## src/rtl/instr_encoder_if.sv

```systemverilog
// rtl/instr_encoder_if.sv - command and encoded-word streams of instr_encoder
interface instr_encoder_if #(
  parameter int ADDR_W = 10
);
  logic              In_Valid;
  logic              In_Ready;
  logic [3:0]        In_Op;
  logic              In_Last;
  logic [4:0]        In_Rs;
  logic [4:0]        In_Rd;
  logic [4:0]        In_Rt;
  logic [3:0]        In_Func;
  logic [15:0]       In_Imm;
  logic              Out_Valid;
  logic              Out_Ready;
  logic [31:0]       Out_Instr;
  logic [ADDR_W-1:0] Out_Addr;

  modport master (
    output In_Valid, In_Op, In_Last, In_Rs, In_Rd, In_Rt, In_Func, In_Imm, Out_Ready,
    input  In_Ready, Out_Valid, Out_Instr, Out_Addr
  );

  modport slave (
    input  In_Valid, In_Op, In_Last, In_Rs, In_Rd, In_Rt, In_Func, In_Imm, Out_Ready,
    output In_Ready, Out_Valid, Out_Instr, Out_Addr
  );
endinterface

```

## src/rtl/instr_encoder.sv

```systemverilog
// rtl/instr_encoder.sv - encodes mnemonic commands into 32-bit instruction words with sequential byte addresses
// Optional halt word after the last instruction: define INSTR_ENC_HALT_EN.
module instr_encoder #(
  parameter int ADDR_W    = 10,
  parameter int BASE_ADDR = 0
) (
  input  logic              Clk,
  input  logic              Reset_n,
  input  logic              Start,
  instr_encoder_if.slave    bus,
  output logic              Busy,
  output logic              Done,
  output logic              Err,
  output logic [ADDR_W-2:0] Word_Count
);

  typedef enum logic [2:0] {IDLE, RUN, DRAIN, DONE, ERR} encState;

  localparam logic [ADDR_W-1:0] BASE       = ADDR_W'(BASE_ADDR);
  localparam logic [ADDR_W-1:0] LAST_WORD  = {{(ADDR_W-2){1'b1}}, 2'b00};
  localparam logic [ADDR_W-1:0] ADDR_STEP  = ADDR_W'(4);
  localparam logic [ADDR_W-2:0] COUNT_STEP = (ADDR_W-1)'(1);
  localparam logic [31:0]       HALT_WORD  = 32'hFC00_FFFF;
  localparam logic [3:0]        OP_ALU     = 4'd0;
  localparam logic [3:0]        OP_B       = 4'd5;
  localparam logic [3:0]        OP_LI      = 4'd8;

  encState           state;
  logic [ADDR_W-1:0] nextAddr;
  logic [31:0]       cmdWord;
  logic              cmdLegal;
  logic              inFire;
  logic              outFire;
`ifdef INSTR_ENC_HALT_EN
  logic              haltSent;
`endif

  function automatic logic [5:0] opcodeOf(input logic [3:0] op);
    case (op)
      4'd0:    opcodeOf = 6'b100000;
      4'd1:    opcodeOf = 6'b001111;
      4'd2:    opcodeOf = 6'b000011;
      4'd3:    opcodeOf = 6'b011111;
      4'd4:    opcodeOf = 6'b000111;
      4'd5:    opcodeOf = 6'b111111;
      4'd6:    opcodeOf = 6'b000000;
      4'd7:    opcodeOf = 6'b000001;
      4'd8:    opcodeOf = 6'b111000;
      4'd9:    opcodeOf = 6'b110000;
      4'd10:   opcodeOf = 6'b110010;
      4'd11:   opcodeOf = 6'b110011;
      default: opcodeOf = 6'b000000;
    endcase
  endfunction

  always_comb begin
    cmdWord = {opcodeOf(bus.In_Op), bus.In_Rs, bus.In_Rd, bus.In_Imm};
    if (bus.In_Op == OP_ALU) begin
      cmdWord = {opcodeOf(bus.In_Op), bus.In_Rs, bus.In_Rd, bus.In_Rt, 7'd0, bus.In_Func};
    end else if (bus.In_Op == OP_LI) begin
      cmdWord[25:21] = 5'd0;
    end else if (bus.In_Op == OP_B) begin
      cmdWord[25:16] = 10'd0;
    end
  end

  assign cmdLegal     = !(bus.In_Op[3] && bus.In_Op[2]);
  // Single output register: a new command may enter whenever the register is empty or draining this cycle.
  assign bus.In_Ready = (state == RUN) && (!bus.Out_Valid || bus.Out_Ready);
  assign inFire       = bus.In_Valid && bus.In_Ready;
  assign outFire      = bus.Out_Valid && bus.Out_Ready;

  always_ff @(posedge Clk) begin
    if (!Reset_n) begin
      state         <= IDLE;
      nextAddr      <= BASE;
      bus.Out_Valid <= 1'b0;
      bus.Out_Instr <= 32'd0;
      bus.Out_Addr  <= BASE;
      Word_Count    <= '0;
      Busy          <= 1'b0;
      Done          <= 1'b0;
      Err           <= 1'b0;
`ifdef INSTR_ENC_HALT_EN
      haltSent      <= 1'b0;
`endif
    end else begin
      if (outFire) begin
        bus.Out_Valid <= 1'b0;
        Word_Count    <= Word_Count + COUNT_STEP;
      end
      unique case (state)
        IDLE, DONE, ERR: begin
          if (Start) begin
            state      <= RUN;
            nextAddr   <= BASE;
            Word_Count <= '0;
            Busy       <= 1'b1;
            Done       <= 1'b0;
            Err        <= 1'b0;
`ifdef INSTR_ENC_HALT_EN
            haltSent   <= 1'b0;
`endif
          end
        end
        RUN: begin
          if (inFire) begin
            if (!cmdLegal) begin
              Err <= 1'b1;
              if (bus.Out_Valid) begin
                state <= DRAIN;
              end else begin
                state <= ERR;
                Busy  <= 1'b0;
              end
            end else begin
              bus.Out_Instr <= cmdWord;
              bus.Out_Addr  <= nextAddr;
              bus.Out_Valid <= 1'b1;
              nextAddr      <= nextAddr + ADDR_STEP;
              // The last word slot still emits, but the wrap ends the program in ERR.
              if (nextAddr == LAST_WORD) begin
                Err   <= 1'b1;
                state <= DRAIN;
              end else if (bus.In_Last) begin
                state <= DRAIN;
              end
            end
          end
        end
        DRAIN: begin
          if (!bus.Out_Valid || bus.Out_Ready) begin
            if (Err) begin
              state <= ERR;
              Busy  <= 1'b0;
            end
`ifdef INSTR_ENC_HALT_EN
            else if (!haltSent) begin
              bus.Out_Instr <= HALT_WORD;
              bus.Out_Addr  <= nextAddr;
              bus.Out_Valid <= 1'b1;
              nextAddr      <= nextAddr + ADDR_STEP;
              haltSent      <= 1'b1;
            end
`endif
            else begin
              state <= DONE;
              Busy  <= 1'b0;
              Done  <= 1'b1;
            end
          end
        end
        default: state <= IDLE;
      endcase
    end
  end

endmodule

```

## src/flat_wrapper.sv

```systemverilog
// flat-port wrapper written by rule: the top's interface ports become plain ports
module instr_encoder_flat 
#(
  parameter int ADDR_W    = 10,
  parameter int BASE_ADDR = 0
)
  (Clk, Reset_n, Start, Busy, Done, Err, Word_Count, bus_In_Valid, bus_In_Op, bus_In_Last, bus_In_Rs, bus_In_Rd, bus_In_Rt, bus_In_Func, bus_In_Imm, bus_Out_Ready, bus_In_Ready, bus_Out_Valid, bus_Out_Instr, bus_Out_Addr);
  instr_encoder_if #(.ADDR_W(ADDR_W)) bus_i ();
  input  logic Clk;
  input  logic Reset_n;
  input  logic Start;
  output logic Busy;
  output logic Done;
  output logic Err;
  output logic [ADDR_W-2:0] Word_Count;
  input wire logic [$bits(bus_i.In_Valid)-1:0] bus_In_Valid;
  input wire logic [$bits(bus_i.In_Op)-1:0] bus_In_Op;
  input wire logic [$bits(bus_i.In_Last)-1:0] bus_In_Last;
  input wire logic [$bits(bus_i.In_Rs)-1:0] bus_In_Rs;
  input wire logic [$bits(bus_i.In_Rd)-1:0] bus_In_Rd;
  input wire logic [$bits(bus_i.In_Rt)-1:0] bus_In_Rt;
  input wire logic [$bits(bus_i.In_Func)-1:0] bus_In_Func;
  input wire logic [$bits(bus_i.In_Imm)-1:0] bus_In_Imm;
  input wire logic [$bits(bus_i.Out_Ready)-1:0] bus_Out_Ready;
  output wire logic [$bits(bus_i.In_Ready)-1:0] bus_In_Ready;
  output wire logic [$bits(bus_i.Out_Valid)-1:0] bus_Out_Valid;
  output wire logic [$bits(bus_i.Out_Instr)-1:0] bus_Out_Instr;
  output wire logic [$bits(bus_i.Out_Addr)-1:0] bus_Out_Addr;
  assign bus_i.In_Valid = bus_In_Valid;
  assign bus_i.In_Op = bus_In_Op;
  assign bus_i.In_Last = bus_In_Last;
  assign bus_i.In_Rs = bus_In_Rs;
  assign bus_i.In_Rd = bus_In_Rd;
  assign bus_i.In_Rt = bus_In_Rt;
  assign bus_i.In_Func = bus_In_Func;
  assign bus_i.In_Imm = bus_In_Imm;
  assign bus_i.Out_Ready = bus_Out_Ready;
  assign bus_In_Ready = bus_i.In_Ready;
  assign bus_Out_Valid = bus_i.Out_Valid;
  assign bus_Out_Instr = bus_i.Out_Instr;
  assign bus_Out_Addr = bus_i.Out_Addr;
  instr_encoder #(.ADDR_W(ADDR_W), .BASE_ADDR(BASE_ADDR)) u_core (.Clk(Clk), .Reset_n(Reset_n), .Start(Start), .bus(bus_i), .Busy(Busy), .Done(Done), .Err(Err), .Word_Count(Word_Count));
endmodule
```

## config.mk

```make
export PLATFORM = sky130hd
export DESIGN_NAME = instr_encoder_flat
export DESIGN_NICKNAME = d
export VERILOG_FILES = /design/src/rtl/instr_encoder_if.sv /design/src/rtl/instr_encoder.sv /design/src/flat_wrapper.sv
export SDC_FILE = /design/constraint.sdc
export NUM_CORES = 1
export LEC_CHECK = 0
export CAP_MARGIN = 30
export CORE_MARGIN = 3
export CORE_UTILIZATION = 65
export CTS_BUF_LIST = sky130_fd_sc_hd__clkbuf_8
export DETAILED_ROUTE_END_ITERATION = 12
export DONT_BUFFER_PORTS = 1
export MAX_ROUTING_LAYER = met4
export PLACE_DENSITY_LB_ADDON = 0.25
export SLEW_MARGIN = 20
export SYNTH_ARGS = -nofsm -noshare
export SYNTH_HDL_FRONTEND = slang
export SYNTH_SLANG_ARGS = --single-unit
export TNS_END_PERCENT = 50
```

## constraint.sdc

```tcl
create_clock -name Clk -period 4.3 [get_ports Clk]
set_input_delay 0.86 -clock Clk [delete_from_list [all_inputs] [get_ports Clk]]
set_output_delay 0.86 -clock Clk [all_outputs]
set_load 0.01 [all_outputs]
```

# Word-level counts from Yosys, hierarchy flattened
# Memories as Yosys holds them, arrays and structs flattened.
# Cells that the tools add are included.
dict set report word_totals {
  n_memories 2
  out_inout_bits 56
  romBits 192
  register_bits 68
  word_cells 88
  input_bits 45
}
# memory words word_bits read_ports rd_ports_with_merged_regs wr line
set mem_list {}
lappend mem_list {{(no name shown)} 16 6 1 0 0 instr_encoder.sv:39} ;# case (op)
lappend mem_list {{(no name shown)} 16 6 1 0 0 instr_encoder.sv:39}
dict set report op_classes {
  eq_ne 16
  add_sub_neg 2
  bitwise_logic 1
  reduce_logical 18
  mux 40
}
# operator n
set op_table {}
lappend op_table {{10-bit two-way mux} 5}
lappend op_table {{9-bit two-way mux} 3}
lappend op_table {{3-bit two-way mux} 8}
lappend op_table {{10-bit one-hot mux with 2 select lines} 1}
lappend op_table {{16-bit two-way mux} 1}
lappend op_table {{4-bit AND reduction} 4}
lappend op_table {{1-bit two-way mux} 15}
lappend op_table {{10-bit by 3-bit adder with 10-bit output (second input constant)} 1}
lappend op_table {{10-bit equality test (second input constant)} 1}
lappend op_table {{5-bit two-way mux} 2}
lappend op_table {{9-bit by 1-bit adder with 9-bit output (second input constant)} 1}
lappend op_table {{3-bit one-hot mux with 3 select lines} 1}
lappend op_table {{2-bit inequality test (second input constant)} 4}
lappend op_table {{3-bit by 2-bit equality test with 1-bit output (second input constant)} 2}
lappend op_table {{6-bit two-way mux} 1}
lappend op_table {{2-bit by 1-bit inequality test with 1-bit output (second input constant)} 3}
lappend op_table {{6-bit AND reduction} 1}
lappend op_table {{4-bit by 3-bit equality test with 1-bit output (second input constant)} 1}
lappend op_table {{4-bit equality test (second input constant)} 1}
lappend op_table {{1-bit logical AND} 4}
lappend op_table {{4-bit logical NOT} 1}
lappend op_table {{4-bit by 3-bit inequality test with 1-bit output (second input constant)} 1}
lappend op_table {{1-bit one-hot mux with 2 select lines} 2}
lappend op_table {{2-bit nonzero test} 2}
lappend op_table {{11 further kinds} 11}

# Longest topological paths before layout
# Gate-level depths: netlist (run 1).
dict set report depth {
  ltp_word 6
  depth_mapped 9
  depth_no_buf 5
}

# Least setup slack after synthesis (run 1)
# Ideal clock, no wire load.
dict set report synth_timing {
  path_type {input to register}
  start {input bus_In_Op[1]}
  end {register u_core.bus.Out_Instr[13]}
  arrival_ps 1962
  slack_ps 2249
  stages 6
  n_path_buf 2
  required_ps 4212
  path_cell_list {clkbuf_1 > nor2_1 > nand2_1 > clkbuf_1 > nand2_1 > a311oi_2}
}
dict set report synth_between {
  elab_chain_len 2
}
# item line
set synth_lines {}
lappend synth_lines {{start, declared} flat_wrapper.sv:17} ;# input wire logic [$bits(bus_i.In_Op)-1:0] bus_In_Op;
lappend synth_lines {{4-bit logical NOT} instr_encoder.sv:58} ;# if (bus.In_Op == OP_ALU) begin
lappend synth_lines {{16-bit two-way mux} instr_encoder.sv:58}
lappend synth_lines {{end signal, assigned} instr_encoder.sv:117} ;# bus.Out_Instr <= cmdWord;
lappend synth_lines {{end, declared} instr_encoder_if.sv:26} ;# output In_Ready, Out_Valid, Out_Instr, Out_Addr
# No other way between the ends.
# A chain may end at the register's enable or synchronous reset.

# Final worst setup path (run 1)
dict set report layout_timing {
  start {register u_core.state[0]}
  end {output bus_In_Ready}
}
dict set report layout_between {
  elab_chain_len 2
}
# item line
set layout_lines {}
lappend layout_lines {{start, declared} instr_encoder.sv:28} ;# encState state;
lappend layout_lines {{start signal, assigned} instr_encoder.sv:75} ;# state <= IDLE;
lappend layout_lines {{start signal, assigned} instr_encoder.sv:95} ;# state <= RUN;
lappend layout_lines {{start signal, assigned} instr_encoder.sv:111} ;# state <= DRAIN;
lappend layout_lines {{3-bit by 1-bit equality test with 1-bit output} instr_encoder.sv:69} ;# assign bus.In_Ready = (state == RUN) && (!bus.Out_Valid || bus.Out_Ready);
lappend layout_lines {{1-bit logical AND} instr_encoder.sv:69}
lappend layout_lines {{end, declared} flat_wrapper.sv:25} ;# output wire logic [$bits(bus_i.In_Ready)-1:0] bus_In_Ready;
# No other way between the ends.

==> out/qor.txt, run 1 <==
Io pins - 101
Synthesis-stage register bit count - 64
Die Span Y - 73.1 um
Starting Density - 0.701
Slew Limit Fails - 0
Most frequent cells after synthesis - 64 x dfxtp_1, 64 x nand2_1, 35 x a21oi_1
RR Startpoint - u_core.state[0]
Hold Path Depth - 2
Chip Width - 73.1 um
Area growth syn-to-layout - 5.35%
Synth unique cells - 48
R2r endpoint - u_core.nextAddr[8]
DR top layer - met4
Post-synthesis async set-or-reset flop share - 0
Switch share - 0.313
Psw - 0.000507 W
Leakage - 1.06 nW
Fin nets - 377
Register area - 1280 sq um
Total power - 0.00162 W
Crit path max fanout - 12
Largest net degree at the start of global routing - 50
Logic pwr share - 0.188
Crit start category - flop
H-tree Lvls - 3
Final setup viols - 0
Initial antenna violation count - 0
Fill count - 323
Synth Area per Inst - 8.53 sq um
CORE AREA - 4170 sq um
Max-cap violation count - 0
Final wirelength - 6.37 mm
Status - complete, no violations
Met2 wire length - 3.03 mm
Area leader, netlist - dfxtp_1
GPL Wtd Cong - 0.884
Hold Vio Cnt, Final - 0
Clock Skew - 0.00477 ns
Die area - 5340 sq um
Post-Syn Instances - 343
Worst skew pair latency - 0.34 ns
Maximum vdd drop - 0.320 mV
CTS tree - done
Routed wire per std cell - 16.6 um
Crit path kind - reg -> out
First-pass GRT wire length - 10.5 mm
Ys Warns - 0
Tightest Pin Transition - 0.903 ns
Sequential Power Share - 0.461
CTS buffer count - 9
Congestion Overflow GR - 0
Clk slew on worst S/H paths - 0.07 ns
EDFF count, synth - 0
Crit path time final - 2.28 ns
Hold Path End - u_core.bus.Out_Addr[8]
Setup TNS Final - 0 ns
# DRC - 0
HP Start - u_core.nextAddr[8]
P per Cell Area - 526 nW/um^2
CTS hold repair buffers - 0
HP Class - reg -> reg
First-pass iteration count of the detailed router - 4
P_int - 0.00111 W
Mapped Area - 2930 sq um
Hpwl dp - 4.26 mm
Yosys top cell area share - 0.438
Root Buffer - clkbuf_8
Postcts setup bufs - 0
Ant diodes - 0
R2R setup slack - 2.09 ns
Headroom to the max-slew limit - 0.398
Maximum buffer depth of the clock tree - 2
Synth Flop Type - dfxtp_1
Vias in the first global route - 2286
CP endpoint kind - output pin
RSZ-0062 raised after global routing - no
Footprint of the multi-input gates - 1490 sq um
WP data required - 3.44 ns
Clock share of power - 0.351
Met3 wire len - 497 um
Reg2Reg Depth - 4
Final Util - 0.739
Sequential area share after synthesis - 0.438
Site Rows - 23
Total global-route track usage - 0.257
Initial drt markers - 158
Final period utilization - 0.529
Critical path arrival - 1.42 ns
Via/cell ratio - 6.35
Layout cells sized above 1 - 0.0985
Synth area leaders - dfxtp_1 44%, nand2_1 8.2%, a21oi_1 6.0%
Met1 wire length - 2.71 mm
Resized cells post-CTS - 0
Port Buffers - 0
Vias after detailed routing - 2444
Fmax - 0.439 GHz
Antenna-violating nets left - 0
Clock sinks - 64
## metal layers
metal,up-vias,track usage
met5,-,-
met4,0,0.143
met3,13,0.0675
met2,78,0.385
met1,1152,0.312
li1,1201,-
## registers in the layout, summed over array words and instances, names as in the netlist
name	flops
u_core.Busy	1
u_core.Done	1
u_core.Err	1
u_core.Word_Count	9
u_core.bus.Out_Addr	8
u_core.bus.Out_Instr	32
u_core.bus.Out_Valid	1
u_core.nextAddr	8
u_core.state	3
## power groups by stage
stage                     Clock [W]  Sequential [W]  Combinational [W]
after detailed placement          0        0.000759           0.000303
after floorplan                   0        0.000731           0.000298
after global placement            0        0.000759           0.000291
after global routing       0.000613        0.000756           0.000337
after CTS                  0.000578        0.000747           0.000304
final                      0.000569        0.000747           0.000305
## worst max-delay path: stages (launching register included)
cell and delay (ns):
dfxtp_1 0.55, nand2b_1 0.15, nand2b_1 0.18, nor2_1 0.20
## logic make-up (layout without fill, tap and decap cells)
group / count (synthesis) / in the layout / synth area share
multiplexers: 1 / 1 / 0.00342
flip-flops: 64 / 64 / 0.438
AO/OA/AOI/OAI: 81 / 81 / 0.214
AND/OR/NAND/NOR: 151 / 151 / 0.246
adder cells (fa/ha/maj): 2 / 2 / 0.00855
XOR/XNOR: 11 / 11 / 0.0329
other: 1 / 2 / 0.00128
buffers and inverters: 32 / 23 / 0.0556
## worst max path at each step
| stage | end | startpoint |
|---|---|---|
| after floorplan | u_core.bus.Out_Instr[13] | bus_In_Op[1] |
| after global placement | u_core.nextAddr[8] | bus_Out_Ready |
| after detailed placement | u_core.nextAddr[8] | bus_Out_Ready |
| after CTS | bus_In_Ready | u_core.state[0] |
| after global routing | bus_In_Ready | u_core.state[0] |
| final | bus_In_Ready | u_core.state[0] |
## per-stage QoR
| step | setup slack (ns) | instances | hold WS [ns] | cell area (sq um) |
|---|---|---|---|---|
| final | 2.02 | 385 | 0.488 | 3080 |
| after global routing | 1.90 | 385 | 0.522 | 3080 |
| after CTS | 2.01 | 385 | 0.490 | 3080 |
| after detailed placement | 1.75 | 369 | 0.472 | 2860 |
| after global placement | 1.81 | 369 | 0.473 | 2860 |
| after floorplan | 2.25 | 344 | 0.450 | 2930 |
## layout make-up
class	instances	area share
timing repair buffer	1	0.00244
clock inverter	6	0.0272
sequential	64	0.416
tap	50	0.0203
clock buffer	10	0.0447
multi-input combinational	248	0.482
inverter	6	0.00731
## layout by cell type, fill, tap and decap left out, types with 2 or more instances in the layout
cell type,n
a32o_1,5
ha_1,2
o21ai_1,2
a21oi_1,35
o21ai_0,6
o211ai_1,4
nor3_1,4
a311oi_2,10
a2111o_1,3
and4_1,2
nand4_1,6
xnor2_1,3
nor3b_1,2
and3_1,5
conb_1,2
inv_1,7
xor2_1,8
a22oi_1,2
bufinv_16,2
nand2b_1,6
nor2b_1,4
nand2_1,64
clkbuf_8,10
o2111ai_1,3
clkinvlp_4,2
and2_1,2
nor2_1,26
nand3_1,21
dfxtp_1,64
or3_1,3
No activity file was read; power rests on OpenSTA's default activity.
==> inputs of run 2 (changes only) <==
Settings changed: CORE_UTILIZATION 65 to 59.
Clock period 4.3 ns to 1.98 ns, I/O delays scaled along.
==> run 2 against run 1 <==
  * Routed wire length increased by 0.75%
  * Clock power increased to 2.5 times the previous value
  * Non-clock buffer count up 7
  * Cell count increased by 5.7%
  * Via count is 1.6% higher
  * Critical path depth rose by 2
  * Flip-flop and latch count unchanged
  * Worst setup slack lost 1.9 ns
  * Register-to-register slack got worse by 1.9 ns
  * Power grew 130%
  * Clock skew increased by 0.0052 ns
  * Largest power group unchanged
==> out/qor.txt, run 2 (synthesis results as in run 1) <==
Vias after detailed routing - 2483
Hold Path Depth - 2
Crit path time final - 1.83 ns
Setup TNS Final - 0 ns
Hold Vio Cnt, Final - 0
Placed Instances - 391
Initial drt markers - 135
# DRC - 0
Final period utilization - 0.923
Root Buffer - clkbuf_8
H-tree Lvls - 3
Leakage - 1.12 nW
WP data required - 2.23 ns
First-pass GRT wire length - 10.8 mm
Total power - 0.00378 W
Crit path max fanout - 28
Total global-route track usage - 0.234
GPL Wtd Cong - 0.886
R2R setup slack - 0.15 ns
Crit path kind - reg -> reg
Maximum buffer depth of the clock tree - 2
Max FFs per register - 32
Tightest Pin Transition - 0.559 ns
Port Buffers - 0
CP endpoint kind - flop
Antenna-violating nets left - 0
Io pins - 101
CTS tree - done
First-pass iteration count of the detailed router - 4
Layout cells sized above 1 - 0.114
CTS buffer count - 9
HP Class - in -> reg
Site Rows - 24
Clk slew on worst S/H paths - 0.06 ns
Maximum vdd drop - 0.639 mV
Final setup viols - 0
Slew Limit Fails - 0
Worst skew pair latency - 0.34 ns
HP Start - Reset_n
Starting Density - 0.641
Clock Skew - 0.0100 ns
Postcts setup bufs - 0
Ant diodes - 0
Via/cell ratio - 6.10
Reg2Reg Depth - 5
Initial antenna violation count - 0
Fmax - 0.547 GHz
Hold Path End - u_core.state[1]
Final Util - 0.702
Critical path arrival - 2.07 ns
Crit start category - flop
Vias in the first global route - 2368
CORE AREA - 4560 sq um
Final wirelength - 6.42 mm
Resized cells post-CTS - 0
Routed wire per std cell - 15.8 um
RSZ-0062 raised after global routing - no
Die Span Y - 76.4 um
Chip Width - 76.4 um
Fin nets - 384
Max-cap violation count - 0
R2r endpoint - u_core.bus.Out_Instr[15]
Clock sinks - 64
RR Startpoint - u_core.state[0]
Headroom to the max-slew limit - 0.626
Die area - 5840 sq um
Placed cell areas - 2940 sq um
CTS hold repair buffers - 0
Largest net degree at the start of global routing - 38
Area growth syn-to-layout - 9.54%
Most frequent cells in the layout - 64 x nand2_1, 64 x dfxtp_1, 35 x a21oi_1
Largest registers - u_core.bus.Out_Instr x32, u_core.Word_Count x9
Finished Cell Area - 3200 sq um
Congestion Overflow GR - 0
P per Cell Area - 1180 nW/um^2
Hpwl dp - 4.49 mm
Register name with the most flops - u_core.bus.Out_Instr
Status - complete, no violations
Layout Cells excl Fill - 407
[run 2: through the flow]
| stage | worst slack, ns | hold slack (ns) |
|---|---|---|
| final | 0.152 | 0.172 |
| after floorplan | 0.393 | 0.450 |
| after CTS | 0.154 | 0.160 |
| after detailed placement | 0.175 | 0.486 |
| after global routing | 0.0314 | 0.152 |
| after global placement | 0.233 | 0.480 |
[run 2: worst max-delay path, stage by stage, from the launching register on]
cell and delay [ns]:
dfxtp_1 0.55, and4bb_4 0.32, and3_2 0.35, buf_12 0.22, nor2_1 0.06, a311oi_2 0.24
[run 2: final cells by class]
class / count / area [sq um]
multi-input cells: 248 / 1490
fillers: 363 / 1360
flip-flops and latches: 64 / 1280
clock inverters: 7 / 136
clock buffers: 9 / 124
well taps: 65 / 81.3
repair buffers: 8 / 72.6
inverters: 6 / 22.5
[run 2: routing by layer]
layer	GRT usage	vias up	part of all wire
met5	-	-	0
met4	0.125	0	0.020
met3	0.0875	12	0.092
met2	0.362	105	0.47
met1	0.263	1155	0.41
li1	-	1211	-
[run 2: power breakdown]
| part | switching [W] | internal (W) | total, W |
|---|---|---|---|
| clock network | 0.000490 | 0.000957 | 0.00145 |
| logic | 0.000419 | 0.000298 | 0.000717 |
| registers | 0.000190 | 0.00143 | 0.00162 |
[run 2: worst max path at each step]
stage	start	to	depth (start not counted)
floorplan	bus_In_Op[1]	u_core.bus.Out_Instr[13]	6
global placement	u_core.state[0]	u_core.bus.Out_Instr[1]	5
detailed placement	u_core.state[0]	u_core.bus.Out_Instr[15]	5
CTS	u_core.state[0]	bus_In_Ready	3
global route	u_core.state[0]	u_core.bus.Out_Instr[15]	5
finish	u_core.state[0]	u_core.bus.Out_Instr[15]	5
==> inputs of run 3 (changes only) <==
Clock period 1.98 ns to 1.6 ns, I/O delays scaled along.
==> run 3 against run 2 <==
  * Via count grew 2.4%
  * Sequential share of layout area shrank 2.0 points
  * Critical path depth grew 1
  * Largest cell class unchanged
  * Highest routed layer unchanged
==> out/qor.txt, run 3 (synthesis results as in run 1) <==
# DRC - 0
Congestion Overflow GR - 0
Headroom to the max-slew limit - 0.667
First-pass GRT wire length - 11.0 mm
Slew Limit Fails - 0
Crit start category - flop
Starting Density - 0.641
Initial antenna violation count - 0
GPL Wtd Cong - 0.898
Root Buffer - clkbuf_8
CTS tree - done
Final period utilization - 0.991
WP data required - 1.86 ns
Final setup viols - 0
Area growth syn-to-layout - 16.1%
Final wirelength - 6.92 mm
R2R setup slack - 0.01 ns
HP Class - in -> reg
Die Span Y - 76.4 um
Tightest Pin Transition - 0.499 ns
Fmax - 0.631 GHz
Psw - 0.00147 W
Vias in the first global route - 2416
H-tree Lvls - 3
Register name with the most flops - u_core.bus.Out_Instr
Largest registers - u_core.bus.Out_Instr x32, u_core.Word_Count x9
Hpwl dp - 4.54 mm
Chip Width - 76.4 um
First-pass iteration count of the detailed router - 4
CORE AREA - 4560 sq um
Routed wire per std cell - 16.4 um
Largest net degree at the start of global routing - 42
Max-cap violation count - 0
Die area - 5840 sq um
Switch share - 0.315
Io pins - 101
Clock share of power - 0.318
Maximum buffer depth of the clock tree - 2
Total power - 0.00467 W
CTS buffer count - 9
Critical path arrival - 1.84 ns
CP endpoint kind - flop
Maximum vdd drop - 0.762 mV
Max FFs per register - 32
Hold Vio Cnt, Final - 0
Status - complete, no violations
Layout cells sized above 1 - 0.199
Worst skew pair latency - 0.34 ns
Crit path max fanout - 4
Initial drt markers - 116
Most common cell after layout, fill and taps aside - nand2_1
Port Buffers - 0
Logic pwr share - 0.256
Via/cell ratio - 6.03
Vias after detailed routing - 2543
Sequential Power Share - 0.426
Clk slew on worst S/H paths - 0.07 ns
Total global-route track usage - 0.239
P_int - 0.00320 W
Leakage - 1.20 nW
Fin nets - 399
Most frequent cells in the layout - 64 x nand2_1, 59 x dfxtp_1, 35 x a21oi_1
Site Rows - 24
Final Util - 0.744
P per Cell Area - 1370 nW/um^2
RSZ-0062 raised after global routing - yes
Crit path time final - 1.59 ns
Ant diodes - 0
Antenna-violating nets left - 0
Worst hold margin - 0.0906 ns
Clock sinks - 64
Crit path kind - reg -> reg
Clock Skew - 0.00767 ns
[run 3: cell count changes in the layout (fill, tap and decap cells not counted), moves of 2 or more]
cell       change
nand2b_4       +2
buf_6          +2
nand2b_1       -2
clkinv_2       +3
bufinv_16      -2
buf_4         +12
dfxtp_2        +4
dfxtp_1        -5
[run 3: path summary, 6_finish.rpt]
| check | depth (start not counted) | from | to |
|---|---|---|---|
| max reg2reg | 6 | u_core.state[2] | u_core.state[2] |
| min reg2reg | 2 | u_core.bus.Out_Instr[9] | u_core.bus.Out_Instr[9] |
| max | 6 | u_core.state[2] | u_core.state[2] |
| min | 2 | Reset_n | u_core.state[1] |
[run 3: per-layer routing]
layer	GRT usage	wire length (um)	up-vias
li1	-	-	1242
met1	0.271	2960	1190
met2	0.381	3250	97
met3	0.0910	555	14
met4	0.0942	144	0
met5	-	0	-
[run 3: layout make-up]
| type | instances | area, sq um |
|---|---|---|
| inverter | 6 | 22.5 |
| clock inverter | 7 | 87.6 |
| fill | 346 | 1170 |
| sequential | 64 | 1290 |
| clock buffer | 9 | 124 |
| tap | 65 | 81.3 |
| multi-input combinational | 248 | 1580 |
| timing repair buffer | 23 | 210 |
[run 3: stage by stage]
stage	instances	setup slack, ns	cell area [sq um]	setup TNS (ns)
2_1_floorplan	344	0.0726	2930	0
3_3_place_gp	403	0.116	3030	0
3_5_place_dp	403	0.0489	3030	0
4_1_cts	419	0.0168	3280	0
5_1_grt	422	-0.0702	3400	-0.123
6_report	422	0.0144	3400	0
[run 3: worst max-delay path, cell delays in order, from the launching register on]
cell and delay [ns]:
dfxtp_2 0.35, buf_6 0.13, nor3b_4 0.22, o211ai_1 0.19, o221ai_2 0.26, buf_4 0.16, mux2i_1 0.19
[run 3: repair_timing]
item                                    4_1_cts  5_1_grt
pin swaps                                     1        6
cloned                                        0        1
endpoints found under the setup margin        1       18
setup buffers                                 0        2
hold buffers                                  0        0
gates resized for setup                       7       18
[run 3: power by group through the flow]
stage | registers, W | clock network (W) | logic, W
after floorplan | 0.00197 | 0 | 0.000801
after global placement | 0.00200 | 0 | 0.000973
after detailed placement | 0.00201 | 0 | 0.000997
after CTS | 0.00198 | 0.00150 | 0.00107
after global routing | 0.00201 | 0.00160 | 0.00130
final | 0.00199 | 0.00148 | 0.00120
